<file path="config.mk">
export PLATFORM = sky130hd
export DESIGN_NAME = register_file_flat
export DESIGN_NICKNAME = d
export VERILOG_FILES = /design/src/rtl/regfile_pkg.sv /design/src/rtl/register_file_if.sv /design/src/rtl/regfile_read_port.sv /design/src/rtl/register_file.sv /design/src/flat_wrapper.sv
export SDC_FILE = /design/constraint.sdc
export NUM_CORES = 1
export LEC_CHECK = 0
export CAP_MARGIN = 20
export CORE_MARGIN = 1.5
export CORE_UTILIZATION = 50
export DETAILED_ROUTE_END_ITERATION = 16
export PLACE_DENSITY = 0.69
export SYNTH_ARGS = -nofsm -noshare
export SYNTH_HDL_FRONTEND = slang
export SYNTH_HIERARCHICAL = 1
export SYNTH_SLANG_ARGS = --single-unit
</file>
<file path="constraint.sdc">
create_clock -name clock -period 2.9 [get_ports clock]
set_input_delay 0.29 -clock clock [delete_from_list [all_inputs] [get_ports clock]]
set_output_delay 0.29 -clock clock [all_outputs]
set_load 0.05 [all_outputs]
</file>
<file path="src/rtl/regfile_pkg.sv">
// rtl/regfile_pkg.sv - shared widths and types for the register file
package regfile_pkg;

   localparam int DATA_W = 16;
   localparam int ADDR_W = 5;
   localparam int DEPTH  = 1 << ADDR_W;

   typedef logic [ADDR_W-1:0] reg_addr_t;
   typedef logic [DATA_W-1:0] reg_data_t;

endpackage

</file>
<file path="src/rtl/register_file_if.sv">
// rtl/register_file_if.sv - decode/writeback side signals of the register file
interface register_file_if;
   import regfile_pkg::*;

   reg_addr_t r1;
   reg_addr_t r2;
   reg_addr_t write_r;
   reg_data_t data;
   logic      wr;
   reg_data_t out_r1;
   reg_data_t out_r2;

   // Datapath side: supplies addresses and write data, consumes operands.
   modport master (
      output r1, r2, write_r, data, wr,
      input  out_r1, out_r2
   );

   // Register file side.
   modport slave (
      input  r1, r2, write_r, data, wr,
      output out_r1, out_r2
   );

endinterface

</file>
<file path="src/rtl/regfile_read_port.sv">
// rtl/regfile_read_port.sv - combinational 32:1 operand read mux
module regfile_read_port
   import regfile_pkg::*;
(
   input  reg_data_t regs_i [DEPTH],
   input  reg_addr_t addr_i,
   output reg_data_t data_o
);

   // Array depth equals 2**ADDR_W, so every address selects a real entry;
   // an unknown address propagates as an unknown operand.
   assign data_o = regs_i[addr_i];

endmodule

</file>
<file path="src/rtl/register_file.sv">
// rtl/register_file.sv - 32x16 register file, two async read ports, one sync write port
module register_file
   import regfile_pkg::*;
(
   input  logic           clock,
   input  logic           reset_n,
   register_file_if.slave bus
);

   reg_data_t mem_q [DEPTH];
   reg_data_t mem_d [DEPTH];

   // Next-state of the storage: at most the addressed entry takes the write data.
   always_comb begin
      for (int i = 0; i < DEPTH; i++) begin
         mem_d[i] = mem_q[i];
      end
      if (bus.wr) begin
         mem_d[bus.write_r] = bus.data;
      end
   end

   // Storage: reset clears every entry at once, including entry 0.
   always_ff @(posedge clock or negedge reset_n) begin
      if (!reset_n) begin
         for (int i = 0; i < DEPTH; i++) begin
            mem_q[i] <= '0;
         end
      end else begin
         for (int i = 0; i < DEPTH; i++) begin
            mem_q[i] <= mem_d[i];
         end
      end
   end

   // Reads see registered contents only, so a same-cycle write shows up after the edge.
   regfile_read_port u_read_r1 (
      .regs_i (mem_q),
      .addr_i (bus.r1),
      .data_o (bus.out_r1)
   );

   regfile_read_port u_read_r2 (
      .regs_i (mem_q),
      .addr_i (bus.r2),
      .data_o (bus.out_r2)
   );

   // A write with an unknown address would corrupt an unpredictable entry.
   wr_addr_known: assert property (
      @(posedge clock) disable iff (!reset_n) bus.wr |-> !$isunknown(bus.write_r)
   );

endmodule

</file>
<file path="src/flat_wrapper.sv">
// flat-port wrapper written by rule: the top's interface ports become plain ports
module register_file_flat import regfile_pkg::*;
  (clock, reset_n, bus_r1, bus_r2, bus_write_r, bus_data, bus_wr, bus_out_r1, bus_out_r2);
  register_file_if bus_i ();
  input  logic clock;
  input  logic reset_n;
  input wire logic [$bits(bus_i.r1)-1:0] bus_r1;
  input wire logic [$bits(bus_i.r2)-1:0] bus_r2;
  input wire logic [$bits(bus_i.write_r)-1:0] bus_write_r;
  input wire logic [$bits(bus_i.data)-1:0] bus_data;
  input wire logic [$bits(bus_i.wr)-1:0] bus_wr;
  output wire logic [$bits(bus_i.out_r1)-1:0] bus_out_r1;
  output wire logic [$bits(bus_i.out_r2)-1:0] bus_out_r2;
  assign bus_i.r1 = bus_r1;
  assign bus_i.r2 = bus_r2;
  assign bus_i.write_r = bus_write_r;
  assign bus_i.data = bus_data;
  assign bus_i.wr = bus_wr;
  assign bus_out_r1 = bus_i.out_r1;
  assign bus_out_r2 = bus_i.out_r2;
  register_file u_core (.clock(clock), .reset_n(reset_n), .bus(bus_i));
endmodule
</file>
==> impl_results.md, run 1 <==
* Status: completed
* DP HPWL at 53100 um
* Post-Syn Nets at 2334
* Synth top area share at 0.450
* Antenna-violating nets left at 0
* Synth Instances at 2300
* Final Skew at 0 ns
* Gp weighted congestion at 0.897
* Maximum operating frequency at roughly 350 MHz
* Largest net degree at the start of global routing at 101
* Initial antenna violation count at 0
* CTS H-tree lvls at 2
* Row count at 87
* Non-Filler Instances at between 3000 and 4000
* Crit path launch type: input pin
* Max reg flops at 512
* PwrDens at between 600 and 700 nW/um^2
* Buffers added on ports at 65
* Fin crit period at 2.86 ns
* Distinct cells, synth at 29
* NumNets Final at approximately 2400
* Slew at the pin closest to its max-slew limit at 0.687 ns
* Via count at 20000
* Pre-CTS setup slack at -0.209 ns
* Post-synth EDFFs at 0
* CP Data Arrival Time at 2.57 ns
* Slew HR at 0.539
* Die ar. at between 50000 and 60000 um^2
* Met1 Usage GRT at 0.385
* Fillcell total at 4556
* Met2 GRT Util at 0.443
* Fin. max-slew vios at 0
* Vias per cell at 6.32
* Placed instance count at 3048
* Wire per inst at between 20 and 30 um
* DIE HEIGHT at 242 um
* GR peak layer: met2
* Async SR Flop Fraction at 1.00
* Core area at 56400 um^2
* Largest Register: u_core/mem_q
* Regs by FF count: u_core/mem_q: 512 flops
* Hold Path Class: in -> async
* RSZ-0062 raised after global routing: no
* Clock latency on the worst-skew pair at 0.61 ns
* Max IR drop VDD at slightly above 400 uV
* Sink Count at 512
* First-pass DRT Iterations at 5
* Residual DRC at 0
* CP Capture Type: output pin
* Starting Density at 0.505
* Leak at 15.3 nW
* Avg Inst Size Synth at approximately 12 um^2
* Vias in the first global route at approximately 21000
* Post-synth top area cell: dfrtp_1
* Layout Utilization at 0.579
* Max Cap Viol at 0
* Area grow syn2layout at 14.7%
* First-pass GRT wire length at 127000 um
* Warnings from Yosys at 6
* Worst Path Required at 2.61 ns
* Share of cells above drive strength 1 at 0.343
* Final setup fails at 0
* Initial drt markers at between 1500 and 2000
* Reg clk slew, reported paths at about 0.060 ns
* TritonCTS Buffers at 54
* Crit path max fanout at 12
* Final Cycle Share at 0.985
* Most common library cells after synthesis: dfrtp_1, mux2_2, mux2i_1
* Post-synthesis cell area at approximately 28000 um^2
* Grt total ovfl at 0
* # diodes at 0
* Io pins at 66
* Total track usage at 0.279
* Grt met3 use at 0.0525
* CTS Buffer Depth at 3
* Root Driver: clkbuf_16
* Synth top area cells: dfrtp_1, mux2_2, mux2i_1
* Die width at roughly 240 um
* Register area share after synthesis at 0.450
* WL final at a little over 80000 um
* Final hold violation count at 0
* Critical path class: in -> out
* Seq cells post-synth at 512
* Most common flop cell mapped by yosys: dfrtp_1
* CTS tree: yes
* PnR worst setup slack at 0.0445 ns
==> routing by layer <==
| layer | wire length, um | up-vias |
|---|---|---|
| li1 | - | 8683 |
| met2 | 38400 | 783 |
| met4 | 2700 | 0 |
| met3 | 6230 | 171 |
| met1 | 35400 | 10400 |
| met5 | 0 | - |
==> report_power, final <==
group / switching [W] / internal, W
registers: 0.00105 / 0.00855
clock network: 0.00289 / 0.00407
logic: 0.00234 / 0.00252
total: 0.00627 / 0.0151
==> cells in the final DEF, fill, tap and decap left out, drive strengths merged, types with 10 or more instances in the layout <==
cell / instances
buf: 197
clkbuf: 88
clkdlybuf4s50: 28
dfrtp: 512
mux2: 512
a21oi: 64
nor3: 33
a22o: 64
nor2: 15
a31oi: 32
a22oi: 128
nand4: 33
mux2i: 512
nand2: 77
nand3: 68
clkinv: 10
==> area by class of cell <==
type	count	area (um^2)	area share
clock inverters	13	95.1	0.00291
flip-flops and latches	512	12800	0.392
multi-input cells	1564	14300	0.438
clock buffers	86	1700	0.0519
well taps	756	946	0.0290
repair buffers	230	2810	0.0861
==> repair_timing <==
item	in CTS	in global routing
buffers inserted	7	0
resized for setup	2	6
pin swaps	2	1
hold buffers	1	0
endpoints found under the setup margin	4	8
endpoints found under the hold margin	48	0
==> logic make-up after synthesis <==
family | share of synthesized area
DFF | 0.450
AOI/OAI and AO/OA | 0.0717
and+or+nand+nor | 0.0450
buffers and inverters | 0.0513
muxes | 0.382
==> critical path, stage by stage <==
cell	delay, ns
clkdlybuf4s50_1	0.64
buf_4	0.28
nand2b_1	0.08
buf_4	0.26
buf_4	0.18
a21oi_1	0.07
a31oi_2	0.35
nand3_1	0.20
buf_12	0.19
==> per-stage QoR <==
step                      instance area (um^2)  setup TNS, ns  total power [W]  hold WS, ns
after detailed placement                 30600         -0.479           0.0145        0.253
final                                    32700              0           0.0214        0.194
after global routing                     32700              0           0.0223        0.241
after floorplan                          28500              0           0.0128     -0.00559
after CTS                                32500              0           0.0214        0.203
after global placement                   30600         -0.367           0.0142        0.256
==> final timing paths <==
| check | start | endpoint | slack [ns] | cells past startpoint |
|---|---|---|---|---|
| setup reg to reg | u_core/mem_q[450] | u_core/mem_q[450] | 2.09 | 1 |
| hold reg to reg | u_core/mem_q[436] | u_core/mem_q[436] | 0.52 | 1 |
| setup / recovery | bus_r2[4] | bus_out_r2[0] | 0.04 | 9 |
| max in group asynchronous | reset_n | u_core/mem_q[233] | 1.74 | 3 |
| hold / removal | reset_n | u_core/mem_q[291] | 0.19 | 2 |
| min in group clock | bus_data[15] | u_core/mem_q[351] | 0.39 | 2 |
Power figures use the tool's default switching activity.
==> inputs of run 2 (changes only) <==
Settings changed: SKIP_CTS_REPAIR_TIMING set to 1.
==> impl_results.md, run 2 (same netlist as run 1, synthesis figures left out) <==
* Critical path class: in -> out (unchanged)
* CP max-delay cell: clkdlybuf4s50_1 (unchanged)
* WL final at 82700 um (was 82800 um)
* Starting Density at 0.505 (unchanged)
* Hold Path Class: in -> async (unchanged)
* First-pass DRT Iterations at 5 (unchanged)
* Max Cap Viol at 0 (unchanged)
* PnR worst setup slack at 0.0310 ns (was 0.0445 ns)
* Die width at 242 um (unchanged)
* Delay-heaviest family, CP: buffers and inverters (unchanged)
* Vias in the first global route at 20600 (was 20700)
* Critical Path Max Stage Delay at 0.64 ns (about the same)
* Io pins at 66 (unchanged)
* Die ar. at 58400 um^2 (unchanged)
* DP HPWL at 53100 um (unchanged)
* Total negative slack at 0 ns (unchanged)
* Highest-count cells in the layout ignoring fill and taps: mux2_2, dfrtp_1, mux2i_1 (unchanged)
* Buffers added on ports at 65 (unchanged)
* NumNets Final at 2393 (was 2396)
* Initial antenna violation count at 0 (unchanged)
* CTS Buffer Depth at 3 (unchanged)
* Final Cycle Share at 0.989 (was 0.985)
* Total track usage at 0.279 (about the same)
* Regs by FF count: u_core/mem_q: 512 flops (unchanged)
* Footprint of the multi-input gates at 14300 um^2 (unchanged)
* Wire per inst at 26.2 um (about the same)
* Residual DRC at 0 (unchanged)
* CTS H-tree lvls at 2 (unchanged)
* RSZ-0062 raised after global routing: no (unchanged)
* Clock latency on the worst-skew pair at 0.61 ns (about the same)
* # diodes at 0 (unchanged)
* Reg clk slew, reported paths at 0.06 ns (about the same)
* Antenna-violating nets left at 0 (unchanged)
* Crit path launch type: input pin (unchanged)
* Vias per cell at 6.34 (was 6.32)
* First-pass GRT wire length at 127000 um (about the same)
* TritonCTS Buffers at 54 (unchanged)
* Gp weighted congestion at 0.897 (unchanged)
* Met3 WL at 5990 um (was 6230 um)
* CP Capture Type: output pin (unchanged)
* Share of cells above drive strength 1 at 0.342 (was 0.343)
* Final setup fails at 0 (unchanged)
* DIE HEIGHT at 242 um (unchanged)
* Met2 WL at 38400 um (about the same)
* Status: completed (unchanged)
* R2R setup slack at 2.08 ns (was 2.09 ns)
* Area grow syn2layout at 14.7% (about the same)
* PwrDens at 655 nW/um^2 (about the same)
* Leak at 15.3 nW (about the same)
* Largest net degree at the start of global routing at 101 (unchanged)
* Fillcell total at 4554 (was 4556)
* Max reg flops at 512 (unchanged)
* Highest metal used: met4 (unchanged)
* Crit path max fanout at 12 (unchanged)
* Core area at 56400 um^2 (unchanged)
* Pre-CTS setup slack at -0.209 ns (unchanged)
* Worst-path cell chain: clkdlybuf4s50_1 -> buf_4 -> nand2b_1 -> buf_4 -> buf_4 -> a21oi_1 -> a31oi_2 -> nand3_1 -> buf_12 (unchanged)
* Fin. max-slew vios at 0 (unchanged)
* R2R Path Start: u_core/mem_q[450] (unchanged)
* Final hold violation count at 0 (unchanged)
* Crit path buf inv count at 5 (unchanged)
* Maximum operating frequency at 349 MHz (was 350 MHz)
* Non-Filler Instances at 3158 (was 3161)
* Worst Path Required at 2.61 ns (about the same)
* R2R depth at 1 (unchanged)
* Initial drt markers at 1877 (was 1993)
* Largest Register: u_core/mem_q (unchanged)
* Root Driver: clkbuf_16 (unchanged)
* Row count at 87 (unchanged)
* Final Skew at 0 ns (unchanged)
* Max IR drop VDD at 397 uV (was 404 uV)
* Grt total ovfl at 0 (unchanged)
* M1 WL at 35600 um (was 35400 um)
* Reg area at 12800 um^2 (unchanged)
* Slew at the pin closest to its max-slew limit at 0.646 ns (was 0.687 ns)
* Slew HR at 0.563 (was 0.539)
* Cell mode on critical path: buf_4 (unchanged)
* CP Data Arrival Time at 2.58 ns (was 2.57 ns)
* Sink Count at 512 (unchanged)
* Via count at 20000 (about the same)
* Placed instance count at 3048 (unchanged)
* Fin crit period at 2.87 ns (was 2.86 ns)
* Worst r2r dst: u_core/mem_q[450] (unchanged)
* CTS tree: yes (unchanged)
## run 2: how the worst max path moves through the flow
stage / from / to / slack, ns / cells after the start
finish: bus_r2[4] / bus_out_r2[0] / 0.03 / 9
global placement: bus_r2[0] / bus_out_r2[0] / -0.19 / 8
global route: bus_r2[4] / bus_out_r2[0] / 0.02 / 9
floorplan: bus_r1[1] / bus_out_r1[10] / 0.99 / 8
detailed placement: bus_r2[0] / bus_out_r2[0] / -0.21 / 8
CTS: bus_r2[0] / bus_out_r2[0] / -0.22 / 8
## run 2: layout make-up
type | instances | area share
clock buffer | 86 | 0.0519
clock inverter | 13 | 0.00291
multi-input combinational | 1564 | 0.438
sequential | 512 | 0.392
tap | 756 | 0.0290
timing repair buffer | 227 | 0.0862
## run 2: routing by layer
| metal | global-route usage | vias to the layer above |
|---|---|---|
| met5 | 0 | - |
| li1 | - | 8692 |
| met3 | 0.0524 | 175 |
| met4 | 0.0928 | 0 |
| met1 | 0.384 | 10400 |
| met2 | 0.443 | 770 |
## run 2: through the flow
stage          cell area [um^2]  utilization  hold slack [ns]  power (W)
2_1_floorplan             28500            -         -0.00559     0.0128
3_3_place_gp              30600        0.543            0.256     0.0142
3_5_place_dp              30600        0.543            0.253     0.0145
4_1_cts                   32400        0.575           -0.400     0.0214
5_1_grt                   32700        0.579            0.243     0.0223
6_report                  32700        0.579            0.198     0.0214
## run 2: power breakdown
group | internal, W | switching, W | leakage (nW) | total (W)
clock | 0.00407 | 0.00287 | 0.886 | 0.00694
sequential | 0.00855 | 0.00105 | 6.55 | 0.00960
combinational | 0.00252 | 0.00234 | 7.90 | 0.00486
